==> src/rtl/tu_pkg.sv <==
// Shared types and helpers for the test-unit launch/supervise blocks.
//   tu_launch_st_e : launcher FSM states
//   tu_verdict_t   : registered pass/fail/abort verdict
//   tu_cnt_w(n)    : bits needed to hold the value n (never less than 1)
package tu_pkg;

    typedef enum logic [1:0] {
        IDLE  = 2'd0,
        DRIVE = 2'd1,
        GAP   = 2'd2,
        DONE  = 2'd3
    } tu_launch_st_e;

    typedef struct packed {
        logic pass;
        logic fail;
        logic abort;
    } tu_verdict_t;

    function automatic int tu_cnt_w(input int n);
        return (n < 2) ? 1 : $clog2(n + 1);
    endfunction

endpackage

==> src/rtl/tu_cyc_timer.sv <==
// Clearable cycle up-counter with a terminal-count flag.
// Ports:
//   clock  : rising-edge clock
//   rst    : asynchronous active-high reset
//   clr    : synchronous clear (wins over en)
//   en     : count enable
//   tc_val : terminal count value
//   tc     : high while the count equals tc_val
module tu_cyc_timer #(
    parameter int CW = 16
) (
    input  logic          clock,
    input  logic          rst,
    input  logic          clr,
    input  logic          en,
    input  logic [CW-1:0] tc_val,
    output logic          tc
);

    logic [CW-1:0] cnt;

    always_ff @(posedge clock or posedge rst) begin
        if (rst)
            cnt <= '0;
        else if (clr)
            cnt <= '0;
        else if (en)
            cnt <= cnt + CW'(1);
    end

    assign tc = (cnt == tc_val);

endmodule

==> src/rtl/tu_pass_launch.sv <==
// Launch/supervise stage in front of a test-unit chain. Raises the chain's
// pass input, waits for the chain's return with a per-attempt timeout and a
// bounded number of retries, then reports a registered verdict. Its own
// from_up_pass gates everything so launchers can be chained.
// Ports:
//   clock, rst    : clock and asynchronous active-high reset
//   from_up_pass  : upstream permit; dropping it mid-run aborts
//   start         : single-cycle launch request
//   chain_ret     : pass level from the end of the downstream chain
//   to_down_pass  : level driven into the downstream chain
//   busy, done    : not-idle flag, one-cycle verdict pulse
//   pass/fail/abort, retry_cnt : sticky verdict and retries consumed
//   lat_cnt       : start-to-done cycles, only with TU_PASS_LAUNCH_STAT_EN
//
// state | meaning
// IDLE  | waiting for start while from_up_pass is high
// DRIVE | to_down_pass high, waiting for chain_ret or attempt timeout
// GAP   | to_down_pass low for GAP_CYC cycles before the next attempt
// DONE  | one-cycle verdict pulse, then back to IDLE
module tu_pass_launch
    import tu_pkg::*;
#(
    parameter int TIMEOUT   = 256,
    parameter int MAX_RETRY = 3,
    parameter int GAP_CYC   = 4,
    parameter int CW        = 16
) (
    input  logic                             clock,
    input  logic                             rst,
    input  logic                             from_up_pass,
    input  logic                             start,
    input  logic                             chain_ret,
    output logic                             to_down_pass,
    output logic                             busy,
    output logic                             done,
    output logic                             pass,
    output logic                             fail,
    output logic                             abort,
`ifdef TU_PASS_LAUNCH_STAT_EN
    output logic [CW-1:0]                    lat_cnt,
`endif
    output logic [tu_cnt_w(MAX_RETRY)-1:0]   retry_cnt
);

    localparam int RW = tu_cnt_w(MAX_RETRY);

    tu_launch_st_e state, state_nxt;
    tu_verdict_t   verdict_q, verdict_nxt;
    logic [RW-1:0] retry_q, retry_nxt;
    logic          tdp_nxt;
    logic          accept;
    logic          drive_tc, gap_tc;

    assign accept = (state == IDLE) && start && from_up_pass;

    // Both timers sit at zero outside their own state, so each attempt and
    // each gap starts counting from 0 on its first cycle.
    tu_cyc_timer #(.CW(CW)) u_drive_tmr (
        .clock  (clock),
        .rst    (rst),
        .clr    (state != DRIVE),
        .en     (state == DRIVE),
        .tc_val (CW'(TIMEOUT - 1)),
        .tc     (drive_tc)
    );

    tu_cyc_timer #(.CW(CW)) u_gap_tmr (
        .clock  (clock),
        .rst    (rst),
        .clr    (state != GAP),
        .en     (state == GAP),
        .tc_val (CW'(GAP_CYC - 1)),
        .tc     (gap_tc)
    );

    always_ff @(posedge clock or posedge rst) begin
        if (rst) begin
            state        <= IDLE;
            verdict_q    <= '0;
            retry_q      <= '0;
            to_down_pass <= 1'b0;
            busy         <= 1'b0;
            done         <= 1'b0;
        end else begin
            state        <= state_nxt;
            verdict_q    <= verdict_nxt;
            retry_q      <= retry_nxt;
            to_down_pass <= tdp_nxt;
            busy         <= (state_nxt != IDLE);
            done         <= (state_nxt == DONE);
        end
    end

    // Priority inside DRIVE: abort, then chain pass, then timeout.
    always_comb begin
        state_nxt   = state;
        verdict_nxt = verdict_q;
        retry_nxt   = retry_q;
        tdp_nxt     = 1'b0;
        unique case (state)
            IDLE: begin
                if (accept) begin
                    state_nxt   = DRIVE;
                    verdict_nxt = '0;
                    retry_nxt   = '0;
                    tdp_nxt     = 1'b1;
                end
            end
            DRIVE: begin
                if (!from_up_pass) begin
                    state_nxt         = DONE;
                    verdict_nxt.fail  = 1'b1;
                    verdict_nxt.abort = 1'b1;
                end else if (chain_ret) begin
                    state_nxt        = DONE;
                    verdict_nxt.pass = 1'b1;
                end else if (drive_tc) begin
                    if (retry_q < RW'(MAX_RETRY)) begin
                        state_nxt = GAP;
                        retry_nxt = retry_q + RW'(1);
                    end else begin
                        state_nxt        = DONE;
                        verdict_nxt.fail = 1'b1;
                    end
                end else begin
                    tdp_nxt = 1'b1;
                end
            end
            GAP: begin
                if (!from_up_pass) begin
                    state_nxt         = DONE;
                    verdict_nxt.fail  = 1'b1;
                    verdict_nxt.abort = 1'b1;
                end else if (gap_tc) begin
                    state_nxt = DRIVE;
                    tdp_nxt   = 1'b1;
                end
            end
            DONE: begin
                state_nxt = IDLE;
            end
            default: begin
                state_nxt = IDLE;
            end
        endcase
    end

    assign pass      = verdict_q.pass;
    assign fail      = verdict_q.fail;
    assign abort     = verdict_q.abort;
    assign retry_cnt = retry_q;

`ifdef TU_PASS_LAUNCH_STAT_EN
    // Loaded with 2 so the start cycle and the DONE cycle are both counted.
    logic [CW-1:0] lat_q;

    always_ff @(posedge clock or posedge rst) begin
        if (rst)
            lat_q <= '0;
        else if (accept)
            lat_q <= CW'(2);
        else if (((state == DRIVE) || (state == GAP)) && (lat_q != '1))
            lat_q <= lat_q + CW'(1);
    end

    assign lat_cnt = lat_q;
`endif

endmodule

==> config.mk <==
export PLATFORM = sky130hd
export DESIGN_NAME = tu_pass_launch
export DESIGN_NICKNAME = d
export VERILOG_FILES = /design/src/rtl/tu_pkg.sv /design/src/rtl/tu_cyc_timer.sv /design/src/rtl/tu_pass_launch.sv
export SDC_FILE = /design/constraint.sdc
export NUM_CORES = 1
export LEC_CHECK = 0
export CELL_PAD_IN_SITES_DETAIL_PLACEMENT = 2
export CELL_PAD_IN_SITES_GLOBAL_PLACEMENT = 2
export CORE_MARGIN = 2
export CORE_UTILIZATION = 38
export CTS_CLUSTER_DIAMETER = 40
export DETAILED_ROUTE_END_ITERATION = 10
export GPL_TIMING_DRIVEN = 1
export PLACE_DENSITY_LB_ADDON = 0.1
export SKIP_LAST_GASP = 1
export SYNTH_ARGS = -nofsm -noshare
export SYNTH_HDL_FRONTEND = slang
export SYNTH_SLANG_ARGS = --single-unit
==> constraint.sdc <==
create_clock -name clock -period 2 [get_ports clock]
set_input_delay 0.2 -clock clock [delete_from_list [all_inputs] [get_ports clock]]
set_output_delay 0.2 -clock clock [all_outputs]
set_load 0.01 [all_outputs]
==> results of run 1 <==
## layout make-up
| class | count | area [sq um] |
|---|---|---|
| inverters | 9 | 33.78 |
| fillers | 658 | 3191 |
| clock buffers | 5 | 68.82 |
| repair buffers | 23 | 202.7 |
| clock inverters | 3 | 40.04 |
| well taps | 75 | 93.84 |
| multi-input cells | 170 | 1132 |
| flip-flops and latches | 42 | 1054 |
## state kept, by name, summed over array words and instances (netlist names)
name / count
done: 1
state: 2
u_drive_tmr.cnt: 16
to_down_pass: 1
pass: 1
u_gap_tmr.cnt: 16
abort: 1
retry_cnt: 2
fail: 1
busy: 1
## repair_timing
action	4_1_cts	5_1_grt
gates resized for setup	1	6
pin swaps	0	1
setup endpoints to repair	2	5
## cells in the final DEF (no fill, tap or decap), drive strengths merged, types with 2 or more instances in the layout
cell type,netlist,final
mux2,2,2
a21oi,9,9
nand2,15,15
and4,4,4
nand2b,2,2
nand3,14,14
and2,19,19
ha,8,8
and3,6,6
inv,9,9
o21ai,5,5
buf,5,11
xnor2,18,18
a31oi,2,2
clkbuf,5,5
nor4b,2,2
dfrtp,42,42
nor3,2,2
clkinv,0,2
nand4,12,12
nor2b,3,3
nor4,4,4
clkdlybuf4s50,0,12
xor2,9,9
nor2,22,22
## where the power goes
part	internal (mW)	total (mW)	leakage (nW)	switching (mW)
Clock	0.368	0.658	0.0579	0.290
Sequential	0.957	1.05	0.566	0.0949
Combinational	0.419	0.951	0.565	0.533
Total	1.74	2.66	1.19	0.918
## cells in the mapped netlist, drive strengths merged (6+ instances only)
cell,instances
and2,19
xor2,9
dfrtp,42
xnor2,18
nor2,22
a21oi,9
nand4,12
nand2,15
ha,8
inv,9
and3,6
nand3,14
## metrics by stage
stage	hold slack (ps)	power, mW	util
after floorplan	349.8	1.572	-
after global placement	435.3	1.900	0.4294
after detailed placement	443.9	1.982	0.4294
after CTS	360.5	2.673	0.4488
after global routing	389.5	2.850	0.4514
final	341.4	2.661	0.4514
## routing by layer
layer  vias up  track usage  part of all wire
li1        825            -                 -
met1       887       0.2456              0.42
met2        13       0.3587              0.55
met3         8      0.03111             0.013
met4         0      0.06949             0.015
met5         -            0                 0
## final timing paths
kind | start | endpoint | slack (ps) | cells past startpoint
worst max-delay path | u_drive_tmr.cnt[12] | fail | 170 | 5
worst min-delay path | rst | u_drive_tmr.cnt[15] | 340 | 3
worst max register to register | u_drive_tmr.cnt[12] | fail | 170 | 5
worst min register to register | u_gap_tmr.cnt[0] | u_gap_tmr.cnt[0] | 460 | 1
max in group asynchronous | rst | state[1] | 1280 | 3
min in group clock | u_gap_tmr.cnt[0] | u_gap_tmr.cnt[0] | 460 | 1
## cells by family (layout without fill, tap and decap cells)
logic type	Yosys count	count (layout)	synth area share
and+or+nand+nor	109	109	0.2692
AOI/OAI and AO/OA	23	23	0.06216
adders and majority gates	8	8	0.04440
DFF	42	42	0.4661
muxes	3	3	0.01443
buffers and inverters	19	40	0.03884
xor gates and xnor gates	27	27	0.1049
## worst max-delay path, stage by stage (launching register included)
cell,delay (ps)
dfrtp_1,430
nor4_1,390
and4_1,350
a21oi_1,100
nor2_1,120
mux2_1,330
==> reports/metrics.cfg, run 1 <==
[grt]
grtUsageTotal=0.2010
antenna_found_initial=0
grt_pass1_vias=1974
grt_max_degree=43
grt_pass1_wl_um=9977
grt_overflow=0

[logic_synthesis]
syn_inst=231
synth_edf_count=0
yosys_warnings=0
synth_top_area_share=0.4661
synth_cell_type_count=42
synthesis.area_sq_um=2255
yosys-top-cells-area=dfrtp_1 (47%), xnor2_1 (7.0%), and2_1 (5.3%)
syn-num-nets=244
yosysSeqAreaShare=0.4661
synth_top_cell_by_area=dfrtp_1
ys_seq_elements=42
synth.avg_cell_area_sq_um=9.760
synth-async-reset-ratio=1.000
synthFlopType=dfrtp_1

[cts]
cts_root_buf=clkbuf_8
cts.sinks=42
worstSkewPairLatency_ps=290
cts_tree=yes
clk_path_buf_depth=2
cts_made_buffers=5
cts_setup_buffers=0
cts_max_level=2
cts.clk_slew.worst_paths_ps=80
cts_hold_buf=0

[status]
outcome=complete, no violations

[floorplanning]
die_w_um=81.03
die-area_sq_um=6566
die_y_um=81.03
io_pins=13
start_util=0.3877
core_sq_um=5816
rows=28

[layout]
layout.cells.non_filler=327
fin_nets=264
area_growth_pct=16.43
n_antenna_cell=0
final_area_sq_um=2625
drive_gt1_frac=0.1230

[worst_setup_path]
critPathKind=register to register
cp.required_ps=2180
arrival_ps=2010
crit_path_start_kind=register
cp-end-kind=register
critPathMaxFanout=4

[timing]
skew_ps=10.43
hold_viol_final=0
tns_ps=0
setup_slack_ps=169.0
layout_min_cycle_time_ps=1831
slew_headroom=0.6490
max_slew.worst_pin.slew_ps=526.5
post-route-period-util=0.9155
setup_viol=0
fmax_ghz=0.5461
slew_viol_final=0

[route]
drt_wl_total_um=5949
postRouteAntennaNets=0
post_drt_wl_per_cell_um=18.19
drt_iter0_markers=26
vias=1733
route.detailed.drc=0
firstDrtPassIters=4
via_per_inst=5.300

[job]
drv_cap=0

[placement]
placed_area_sq_um=2497
gp_congestion=0.8106
placedCellCount=319
hpwlAfterDp_um=4341
port_buffers=12
post-place-ws_ps=14.98

[power]
ir_worst_vdd_mv=0.5472
power_leakage_nw=1.188
powerDensity_nw_per_um2=1014

[worst_hold_path]
hold_class=input pin to async pin

Note: power is estimated with default switching activity, not from simulation.
==> run 2, diff against run 1 <==
Settings changed: SKIP_LAST_GASP 1 to default, TNS_END_PERCENT from default to 50.
==> run 2 against run 1 <==
Final area is essentially flat. Critical path type unchanged. Critical endpoint unchanged. Final cell count unchanged. Non-clock buffer count did not move. Clock skew did not move. Fmax did not move. Die area stayed put.
==> reports/metrics.cfg, run 2 (synthesis gave the netlist of run 1 again) <==
[status]
outcome=complete, no violations

[layout]
n_antenna_cell=0  ; unchanged
area_growth_pct=16.32  ; about the same
layout_common_cells=dfrtp_1 (40), nor2_1 (22), and2_1 (19)
final_area_sq_um=2623  ; about the same
layout.cells.non_filler=327  ; unchanged
final_common_cell=dfrtp_1
fin_nets=264  ; unchanged
reg.largest.list=u_drive_tmr.cnt x16, u_gap_tmr.cnt x16
fill_cells=660  ; +0.30%
drive_gt1_frac=0.1190  ; -0.003968
final_core_util=0.4509  ; about the same

[power]
internal_power_mw=1.741  ; -0.12%
p_comb_frac=0.357  ; about the same
total_power_mw=2.658  ; -0.12%
clock_power_share=0.247  ; about the same
p_sw_frac=0.3449  ; about the same
power_leakage_nw=1.190  ; +0.17%
powerDensity_nw_per_um2=1013  ; about the same
p_switching_mw=0.9167  ; -0.12%
ir_worst_vdd_mv=0.5471  ; about the same
seqPwrFrac=0.396  ; about the same

[placement]
post-place-ws_ps=14.98  ; unchanged
placedCellCount=319  ; unchanged
placed_area_sq_um=2497  ; unchanged
port_buffers=12  ; unchanged
hpwlAfterDp_um=4341  ; unchanged
gp_congestion=0.8106  ; unchanged

[timing]
holdWs_ps=341.4  ; unchanged
post-route-period-util=0.9155  ; unchanged
setup_slack_ps=169.0  ; unchanged
setup_viol=0  ; unchanged
tns_ps=0  ; unchanged
hold_viol_final=0  ; unchanged
slew_headroom=0.6490  ; unchanged
rsz0062_at_grt=yes
skew_ps=10.43  ; unchanged
layout_min_cycle_time_ps=1831  ; unchanged
fmax_ghz=0.5461  ; unchanged
slew_viol_final=0  ; unchanged
max_slew.worst_pin.slew_ps=526.5  ; unchanged

[worst_setup_path]
critPathMaxFanout=4  ; unchanged
r2r_start=u_drive_tmr.cnt[12]
regToRegEndpoint=fail
cp-end-kind=register
r2r_setup_slack_ps=170  ; about the same
cp.required_ps=2180  ; about the same
crit_path_start_kind=register
critPathKind=register to register
arrival_ps=2010  ; about the same
r2r_cells=5  ; unchanged

[cts]
cts_max_level=2  ; unchanged
cts.clk_slew.worst_paths_ps=80  ; about the same
clk_path_buf_depth=2  ; unchanged
cts.sinks=42  ; unchanged
cts_tree=yes
cts_root_buf=clkbuf_8
cts_setup_buffers=0  ; unchanged
worstSkewPairLatency_ps=290  ; about the same
cts_made_buffers=5  ; unchanged

[floorplanning]
rows=28  ; unchanged
start_util=0.3877  ; unchanged
die_y_um=81.03  ; unchanged
die-area_sq_um=6566  ; unchanged
die_w_um=81.03  ; unchanged
core_sq_um=5816  ; unchanged
io_pins=13  ; unchanged

[route]
firstDrtPassIters=4  ; unchanged
drt_iter0_markers=26  ; unchanged
drt_wl_total_um=5949  ; unchanged
route.detailed.drc=0  ; unchanged
postRouteAntennaNets=0  ; unchanged
post_drt_wl_per_cell_um=18.19  ; unchanged
vias=1733  ; unchanged
via_per_inst=5.300  ; unchanged

[grt]
grtUsageTotal=0.2010  ; unchanged
antenna_found_initial=0  ; unchanged
grt_overflow=0  ; unchanged
grt_max_degree=43  ; unchanged
grt_pass1_wl_um=9977  ; unchanged
grt_pass1_vias=1974  ; unchanged

[worst_hold_path]
hold_class=input pin to async pin

[job]
drv_cap=0  ; unchanged

[run 2: final cells by class]
type                       count  area, sq um  area share
multi-input combinational    170         1130      0.4308
inverter                       9        33.78     0.01288
tap                           75        93.84     0.03578
clock inverter                 3        40.04     0.01527
sequential                    42         1054      0.4017
timing repair buffer          23        202.7     0.07729
clock buffer                   5        68.82     0.02624
[run 2: worst max path at each step]
stage | startpoint | endpoint
finish | u_drive_tmr.cnt[12] | fail
CTS | state[1] | busy
global route | state[0] | done
detailed placement | from_up_pass | done
global placement | chain_ret | fail
floorplan | state[0] | done
[run 2: timing repair]
item / 4_1_cts / 5_1_grt
gates resized for setup: 1 / 5
pin swaps: 0 / 1
hold buffers: 0 / 0
endpoints found under the setup margin: 2 / 5
[run 2: worst max-delay path, stage by stage (launching register included)]
cell     delay (ps)
dfrtp_1         430
nor4_1          390
and4_1          350
a21oi_1         100
nor2_1          120
mux2_1          330
[run 2: power groups by stage]
stage                     combinational, mW  clock [mW]  sequential [mW]
after global placement                0.855           0             1.05
after CTS                             0.943       0.682             1.05
final                                 0.949       0.658             1.05
after floorplan                       0.508           0             1.06
after detailed placement              0.921           0             1.06
after global routing                   1.06       0.712             1.07
[run 2: metal layers]
layer,vias up,GRT usage,routed length [um]
met3,8,0.03111,79
met5,-,0,0
met2,13,0.3587,3261
li1,825,-,-
met4,0,0.06949,91
met1,887,0.2456,2517
==> run 3, diff against run 2 <==
==> constraint.sdc (replaced) <==
create_clock -name clock -period 2 [get_ports clock]
set_input_delay 0.5 -clock clock [delete_from_list [all_inputs] [get_ports clock]]
set_output_delay 0.5 -clock clock [all_outputs]
set_load 0.01 [all_outputs]
==> run 3 against run 2 <==
Flip-flop and latch count is the same. Total power increased by 0.70%. Largest power group unchanged. Largest cell class unchanged. Critical endpoint is now busy. Global-route usage is 0.23 points lower. Routed wire length fell by 1.2%. Via count up 1.8%. Final area is 1.3% higher.
==> reports/metrics.cfg, run 3 (synthesis gave the netlist of run 1 again) <==
[grt]
grtUsageTotal=0.1987  ; -0.002308
grt_pass1_wl_um=9846  ; -1.3%
antenna_found_initial=0  ; unchanged
grt_overflow=0  ; unchanged
grt_pass1_vias=1958  ; -0.81%
grt_max_degree=43  ; unchanged

[layout]
fin_nets=267  ; +1.1%
final_area_sq_um=2656  ; +1.3%
area_growth_pct=17.81
drive_gt1_frac=0.1216  ; +0.002521
fill_cells=635  ; -3.8%
n_antenna_cell=0  ; unchanged
final_common_cell=dfrtp_1
final_core_util=0.4568  ; +0.005809
layout.cells.non_filler=330  ; +0.92%
reg.largest.list=u_drive_tmr.cnt x16, u_gap_tmr.cnt x16
layout_common_cells=dfrtp_1 (40), nor2_1 (22), and2_1 (19)

[timing]
max_slew.worst_pin.slew_ps=472.5  ; -54.00 ps
setup_viol=0  ; unchanged
setup_slack_ps=100.3  ; -68.65 ps
hold_viol_final=0  ; unchanged
post-route-period-util=0.9498  ; +0.03432
fmax_ghz=0.5264  ; -3.6%
slew_headroom=0.6806  ; +0.03156
layout_min_cycle_time_ps=1900  ; +68.65 ps
slew_viol_final=0  ; unchanged
skew_ps=3.983  ; -6.447 ps

[power]
clock_power_share=0.251  ; +0.004
ir_worst_vdd_mv=0.5885  ; +7.6%
p_comb_frac=0.355  ; -0.002
seqPwrFrac=0.395  ; about the same
internal_power_mw=1.762  ; +1.2%
p_sw_frac=0.3417  ; -0.003157
powerDensity_nw_per_um2=1008  ; -0.58%
power_leakage_nw=1.206  ; +1.3%
total_power_mw=2.676  ; +0.70%
p_switching_mw=0.9146  ; -0.22%

[route]
drt_iter0_markers=64  ; +150%
postRouteAntennaNets=0  ; unchanged
via_per_inst=5.345  ; +0.86%
post_drt_wl_per_cell_um=17.82  ; -2.1%
drt_wl_total_um=5879  ; -1.2%
route.detailed.drc=0  ; unchanged
firstDrtPassIters=4  ; unchanged
vias=1764  ; +1.8%

[worst_hold_path]
hold_class=register to register

[cts]
cts_max_level=2  ; unchanged
cts_setup_buffers=0  ; unchanged
worstSkewPairLatency_ps=300  ; about the same
cts_hold_buf=0  ; unchanged
ctsResizeCount=0  ; -1
cts_made_buffers=5  ; unchanged
cts.sinks=42  ; unchanged
cts_tree=yes
cts.clk_slew.worst_paths_ps=80  ; about the same
clk_path_buf_depth=2  ; unchanged
cts_root_buf=clkbuf_8

[floorplanning]
io_pins=13  ; unchanged
start_util=0.3877  ; unchanged
die_w_um=81.03  ; unchanged
core_sq_um=5816  ; unchanged
die_y_um=81.03  ; unchanged
rows=28  ; unchanged
die-area_sq_um=6566  ; unchanged

[job]
drv_cap=0  ; unchanged

[placement]
post-place-ws_ps=-116.4  ; -131.4 ps
placedCellCount=322  ; +0.94%
gp_congestion=0.8144  ; +0.47%
placed_area_sq_um=2532  ; +1.4%
port_buffers=12  ; unchanged
hpwlAfterDp_um=4299  ; -0.98%

[worst_setup_path]
cp-end-kind=register
cp.required_ps=2180  ; about the same
critPathMaxFanout=7  ; +3
crit_path_start_kind=register
critPathKind=register to register
arrival_ps=2080  ; +70 ps

[status]
outcome=complete, no violations

==> run 3: power by group through the flow <==
stage	combinational [mW]	clock (mW)	sequential (mW)
final	0.950	0.671	1.06
after global routing	1.06	0.724	1.08
after floorplan	0.508	0	1.06
after global placement	0.864	0	1.05
after detailed placement	0.925	0	1.07
after CTS	0.940	0.695	1.05
==> run 3: per-stage QoR <==
stage | TNS, ps | hold slack (ps)
6_report | 0 | 461.0
2_1_floorplan | 0 | 423.5
3_3_place_gp | -276.2 | 436.1
5_1_grt | -17.62 | 510.3
3_5_place_dp | -528.9 | 448.7
4_1_cts | 0 | 460.3
==> run 3: worst paths after layout <==
kind / startpoint / slack, ps / endpoint / cells past startpoint
max: state[1] / 100 / busy / 9
min: u_gap_tmr.cnt[0] / 460 / u_gap_tmr.cnt[0] / 1
max reg2reg: state[1] / 100 / busy / 9
min reg2reg: u_gap_tmr.cnt[0] / 460 / u_gap_tmr.cnt[0] / 1
max in group asynchronous: rst / 1230 / state[1] / 3
min in group asynchronous: rst / 560 / u_drive_tmr.cnt[5] / 3
==> run 3: area by class of cell <==
class / instances / area, sq um / area share
Timing Repair Buffer: 26 / 237.7 / 0.08950
Sequential cell: 42 / 1054 / 0.3966
Clock inverter: 1 / 30.03 / 0.01130
Tap cell: 75 / 93.84 / 0.03533
Clock buffer: 7 / 76.32 / 0.02873
Multi-Input combinational cell: 170 / 1131 / 0.4258
Inverter: 9 / 33.78 / 0.01272
==> run 3: per-layer routing <==
layer  share of wire  routed length [um]  global-route usage
met1            0.45                2629              0.2502
met2            0.52                3075              0.3446
met3           0.017                 101             0.04333
met4           0.012                  72             0.05254
met5               0                   0                   0
==> run 3: worst max-delay path: stages, from the launching register on <==
cell	delay, ps
dfrtp_2	480
inv_1	100
ha_2	250
buf_4	160
nor2b_1	50
a31oi_1	190
a21oi_1	90
a211oi_2	250
buf_4	160
nand2_1	50
